## src/rtl/tap_pkg.sv

```systemverilog
// Shared TAP definitions: 1149.1 state encodings, opcodes and IR constants.
// Reset instruction depends on the TAP_IDCODE_EN build macro.
package tap_pkg;

   typedef enum logic [3:0] {
      TLR      = 4'hF,
      RTI      = 4'hC,
      SEL_DR   = 4'h7,
      CAP_DR   = 4'h6,
      SH_DR    = 4'h2,
      EX1_DR   = 4'h1,
      PAUSE_DR = 4'h3,
      EX2_DR   = 4'h0,
      UPD_DR   = 4'h5,
      SEL_IR   = 4'h4,
      CAP_IR   = 4'hE,
      SH_IR    = 4'hA,
      EX1_IR   = 4'h9,
      PAUSE_IR = 4'hB,
      EX2_IR   = 4'h8,
      UPD_IR   = 4'hD
   } tap_state_t;

   localparam logic [1:0] OP_EXTEST  = 2'b00;
   localparam logic [1:0] OP_SAMPLE  = 2'b01;
   localparam logic [1:0] OP_IDCODE  = 2'b10;
   localparam logic [1:0] OP_BYPASS  = 2'b11;
   localparam logic [1:0] IR_CAPTURE = 2'b01;

`ifdef TAP_IDCODE_EN
   localparam logic [1:0] IR_RESET = OP_IDCODE;
`else
   localparam logic [1:0] IR_RESET = OP_BYPASS;
`endif

endpackage

```

## src/rtl/tap_fsm.sv

```systemverilog
// 16-state TAP controller state machine, advanced on TCK rising edge by TMS.
module tap_fsm
   import tap_pkg::*;
(
   input  logic       TCK,
   input  logic       TRST,
   input  logic       TMS,
   output tap_state_t state
);

   tap_state_t nxt;

   always_comb begin
      nxt = TLR;
      case (state)
         TLR:      nxt = TMS ? TLR    : RTI;
         RTI:      nxt = TMS ? SEL_DR : RTI;
         SEL_DR:   nxt = TMS ? SEL_IR : CAP_DR;
         CAP_DR:   nxt = TMS ? EX1_DR : SH_DR;
         SH_DR:    nxt = TMS ? EX1_DR : SH_DR;
         EX1_DR:   nxt = TMS ? UPD_DR : PAUSE_DR;
         PAUSE_DR: nxt = TMS ? EX2_DR : PAUSE_DR;
         EX2_DR:   nxt = TMS ? UPD_DR : SH_DR;
         UPD_DR:   nxt = TMS ? SEL_DR : RTI;
         SEL_IR:   nxt = TMS ? TLR    : CAP_IR;
         CAP_IR:   nxt = TMS ? EX1_IR : SH_IR;
         SH_IR:    nxt = TMS ? EX1_IR : SH_IR;
         EX1_IR:   nxt = TMS ? UPD_IR : PAUSE_IR;
         PAUSE_IR: nxt = TMS ? EX2_IR : PAUSE_IR;
         EX2_IR:   nxt = TMS ? UPD_IR : SH_IR;
         UPD_IR:   nxt = TMS ? SEL_DR : RTI;
         default:  nxt = TLR;
      endcase
   end

   always_ff @(posedge TCK or negedge TRST) begin
      if (!TRST) state <= TLR;
      else       state <= nxt;
   end

endmodule

```

## src/rtl/tap_controller.sv

```systemverilog
// TAP controller: IR, bypass/ID data registers, boundary-chain control and TDO.
// Build macro TAP_IDCODE_EN adds the 32-bit ID register and makes IDCODE the reset instruction.
module tap_controller
   import tap_pkg::*;
#(
   parameter int          IR_W         = 2,
   parameter logic [31:0] IDCODE_VALUE = 32'h1000_0001
) (
   input  logic            TCK,
   input  logic            TRST,
   input  logic            TMS,
   input  logic            TDI,
   input  logic            bsr_tdo,
   output logic            ShiftDR,
   output logic            ClockDR,
   output logic            UpdateDR,
   output logic            Mode,
   output logic [IR_W-1:0] ir,
   output logic [3:0]      tap_state,
   output logic            TDO,
   output logic            TDO_en
);

   tap_state_t      state;
   logic [IR_W-1:0] ir_shift;
   logic            bypass_reg;
   logic            sel_bsr;
   logic            sel_byp;
   logic            dr_lsb;
   logic            clkdr_en;

   tap_fsm u_fsm (
      .TCK   (TCK),
      .TRST  (TRST),
      .TMS   (TMS),
      .state (state)
   );

   assign tap_state = state;
   assign sel_bsr   = (ir == OP_EXTEST) || (ir == OP_SAMPLE);

   // Rising-edge capture/shift stage
   always_ff @(posedge TCK or negedge TRST) begin
      if (!TRST)                 ir_shift <= '0;
      else if (state == CAP_IR)  ir_shift <= IR_CAPTURE;
      else if (state == SH_IR)   ir_shift <= {TDI, ir_shift[IR_W-1:1]};
   end

   always_ff @(posedge TCK) begin
      if (sel_byp) begin
         if (state == CAP_DR)     bypass_reg <= 1'b0;
         else if (state == SH_DR) bypass_reg <= TDI;
      end
   end

`ifdef TAP_IDCODE_EN
   logic [31:0] id_reg;
   logic        sel_id;

   assign sel_id  = (ir == OP_IDCODE);
   assign sel_byp = !sel_bsr && !sel_id;
   assign dr_lsb  = sel_bsr ? bsr_tdo : (sel_id ? id_reg[0] : bypass_reg);

   always_ff @(posedge TCK) begin
      if (sel_id) begin
         if (state == CAP_DR)     id_reg <= IDCODE_VALUE;
         else if (state == SH_DR) id_reg <= {TDI, id_reg[31:1]};
      end
   end
`else
   logic unused_idcode;

   assign unused_idcode = ^IDCODE_VALUE;
   assign sel_byp = !sel_bsr;
   assign dr_lsb  = sel_bsr ? bsr_tdo : bypass_reg;
`endif

   // Falling-edge update/output stage
   always_ff @(negedge TCK or negedge TRST) begin
      if (!TRST)                ir <= IR_RESET;
      else if (state == UPD_IR) ir <= ir_shift;
      else if (state == TLR)    ir <= IR_RESET;
   end

   always_ff @(negedge TCK or negedge TRST) begin
      if (!TRST) begin
         ShiftDR  <= 1'b0;
         clkdr_en <= 1'b0;
         UpdateDR <= 1'b0;
         TDO_en   <= 1'b0;
         TDO      <= 1'b0;
      end else begin
         ShiftDR  <= sel_bsr && (state == SH_DR);
         clkdr_en <= sel_bsr && ((state == CAP_DR) || (state == SH_DR));
         UpdateDR <= sel_bsr && (state == UPD_DR);
         TDO_en   <= (state == SH_DR) || (state == SH_IR);
         if (state == SH_IR)      TDO <= ir_shift[0];
         else if (state == SH_DR) TDO <= dr_lsb;
         else                     TDO <= 1'b0;
      end
   end

   // Gated in the low phase only, so ClockDR cannot glitch; TRST kills it at once.
   assign ClockDR = TCK & clkdr_en;
   assign Mode    = (ir == OP_EXTEST);

endmodule

```

## config.mk

```make
export PLATFORM = sky130hd
export DESIGN_NAME = tap_controller
export DESIGN_NICKNAME = d
export VERILOG_FILES = /design/src/rtl/tap_pkg.sv /design/src/rtl/tap_fsm.sv /design/src/rtl/tap_controller.sv
export SDC_FILE = /design/constraint.sdc
export NUM_CORES = 1
export LEC_CHECK = 0
export CAP_MARGIN = 20
export CORE_MARGIN = 2
export CORE_UTILIZATION = 45
export CTS_BUF_LIST = sky130_fd_sc_hd__clkbuf_2 sky130_fd_sc_hd__clkbuf_4 sky130_fd_sc_hd__clkbuf_8
export DETAILED_ROUTE_END_ITERATION = 8
export PLACE_DENSITY = 0.73
export SLEW_MARGIN = 20
export SYNTH_ARGS = -nofsm -noshare
export SYNTH_HDL_FRONTEND = slang
export SYNTH_SLANG_ARGS = --single-unit
```

## constraint.sdc

```tcl
create_clock -name TCK -period 1.5 [get_ports TCK]
set_clock_uncertainty 0.05 [all_clocks]
set_input_delay 0.3 -clock TCK [delete_from_list [all_inputs] [get_ports TCK]]
set_output_delay 0.3 -clock TCK [all_outputs]
set_load 0.005 [all_outputs]
```

==> flow_summary.toml <==
[route]
drc = 0
vias = 753
viasPerCell = 5.70
wl_per_cell_um = 19.7
drt_iter0_markers = 46
ant_nets = 0
drt_first_pass_iters = 5
wl_um = 2600

[clock_tree]
cts_hold_buf = 0
clk-insertion-delay-late_ns = 0.47
path_clk_slew_ns = 0.10
cts_tree = "done"

[critical_path]
critical_path_class = "reg -> out"
worstPathMaxFanout = 3
crit_required_ns = 1.15
endpoint_kind = "output port"
crit_path_start_kind = "flip-flop"
reg2reg_slack_ns = -0.59
arrival_ns = 1.96
r2r_start = "ir[1]"
worstRegToRegCells = 4
cp-startpoint = "ir[0]"

[timing]
drv_slew = 0
hold_violations = 0
worst_pin_slew_ns = 0.298
postLayoutSetupSlackWorst_ns = -0.805
setup_viol = 22
rsz0062_at_grt = "yes"
slew_headroom = 0.801

[finish]
diodes = 0
largest_registers = "u_fsm.state x4, ir x2, ir_shift x2"
layout.cells.non_filler = 132
fill_cells = 52
design_area_mm2 = 0.00122
fin_nets = 123
regMostFlops = "u_fsm.state"
largest_register_ffs = 4
area_growth_pct = 83.1
post_route_cells_drive_above_1_share = 0.624

[floorplan]
die_x_um = 42.5
die_area_mm2 = 0.00180
start_util = 0.499
fp.coreArea_mm2 = 0.00133
row_count = 13
die_y_um = 42.5
pin_count = 17

[global_routing]
grt_first_pass_wirelength_um = 3610
overflow = 0
grt_max_degree = 9
antenna_found_initial = 0
grt.total_usage = 0.291
grt_pass1_vias = 767

[flow_run]
drv_cap = 0

[power_and_ir_drop]
ir_worst_vdd_uv = 1590
powerDensity_mw_per_mm2 = 2370
cellLeakagePower_nw = 0.614
power.total_mw = 2.88

[logic_synthesis]
ys.flop_type = "dfstp_2"
yosysTopAreaCell = "dfstp_2"
yosysMostFrequentCell = "nand2_1"
synth_seq_cells = 14
synthDistinctLibCells = 29
seq_area_frac_synth = 0.545
synthCells = 64
syn-num-nets = 69
synth_top_area_share = 0.237
synth_area_um2 = 666
synth_edf_count = 1
async_flop_share = 0.929
synth_area_per_cell_um2 = 10.4
synth_common_cells = "nand2_1, nor2_1, dfstp_2, o21ai_0, dfrtn_1"
synth_area_leaders = "dfstp_2, dfrtn_1, dfrtp_1"
yosysWarnings = 0

[place]
postPlaceCellArea_um2 = 903
io_buffers = 16
dp_hpwl_um = 1060
gp_congestion = 0.750
dpl.cell_count = 104

[outcome]
status = "complete, but fails checks"
violations = "setup timing"

[worst_hold_path]
worstHoldPathType = "in -> async"
-- report_power, final --
group | leakage, nW | internal, mW | total, mW | switching, mW
clock network | 0.0539 | 0.248 | 0.435 | 0.187
registers | 0.166 | 0.576 | 0.687 | 0.111
logic | 0.394 | 1.01 | 1.76 | 0.753
total | 0.614 | 1.83 | 2.88 | 1.05
-- through the flow --
step	util	hold WS [ns]	setup slack [ns]	TNS, ns
after floorplan	-	-0.0456	-0.365	-3.10
after global placement	0.677	0.414	-0.609	-7.26
after detailed placement	0.677	0.415	-0.629	-7.67
after CTS	0.889	0.331	-0.781	-7.70
after global routing	0.914	0.374	-0.850	-8.98
final	0.914	0.355	-0.805	-8.34
-- kinds of logic (layout without fill, tap and decap cells) --
| group | after synthesis | count (layout) | share of synthesized area |
|---|---|---|---|
| flip-flops | 14 | 14 | 0.545 |
| AO/OA/AOI/OAI | 14 | 14 | 0.132 |
| multiplexers | 1 | 1 | 0.0150 |
| AND/OR/NAND/NOR | 27 | 27 | 0.218 |
| buffers and inverters | 8 | 61 | 0.0902 |
-- worst paths after layout --
check,end
hold reg to reg,ir[0]
hold / removal,ir_shift[1]
min in group TCK,ir_shift[1]
setup / recovery,Mode
max in group asynchronous,clkdr_en
setup reg to reg,bypass_reg
-- what timing repair did --
item / in CTS / in global routing
endpoints found under the setup margin: 21 / 22
gates resized for setup: 76 / 10
pin swaps: 7 / 4
buffers inserted: 20 / 7
gates cloned: 0 / 0
-- final cells by class --
class	count	area [um2]	area share
Sequential cell	14	363	0.298
Inverter	2	7.51	0.00616
Clock buffer	8	63.8	0.0524
Tap cell	15	18.8	0.0154
Multi-Input combinational cell	42	298	0.244
Clock inverter	2	7.51	0.00616
Timing Repair Buffer	49	460	0.378
-- critical path: stages, from the launching register on --
cell,delay [ns]
dfstp_2,0.55
nor2_1,0.06
buf_2,0.13
-- cell usage in the layout, fill, tap and decap left out, types with 2 or more instances in the layout --
cell type and count:
buf_6 22, buf_4 17, nand2_1 8, clkbuf_4 6
dfstp_2 6, buf_2 6, dfrtn_1 5, nor2_1 4
o21ai_0 4, clkdlybuf4s50_1 4, nor2_2 3, inv_1 3
a21oi_1 3, nand2_2 2, nand2b_4 2, dfrtp_1 2
-- layer usage --
metal | GRT usage | share of wire
met5 | 0 | 0
met4 | 0.181 | 0.027
met3 | 0.112 | 0.083
met2 | 0.437 | 0.52
met1 | 0.345 | 0.37
Power figures use the tool's default switching activity.
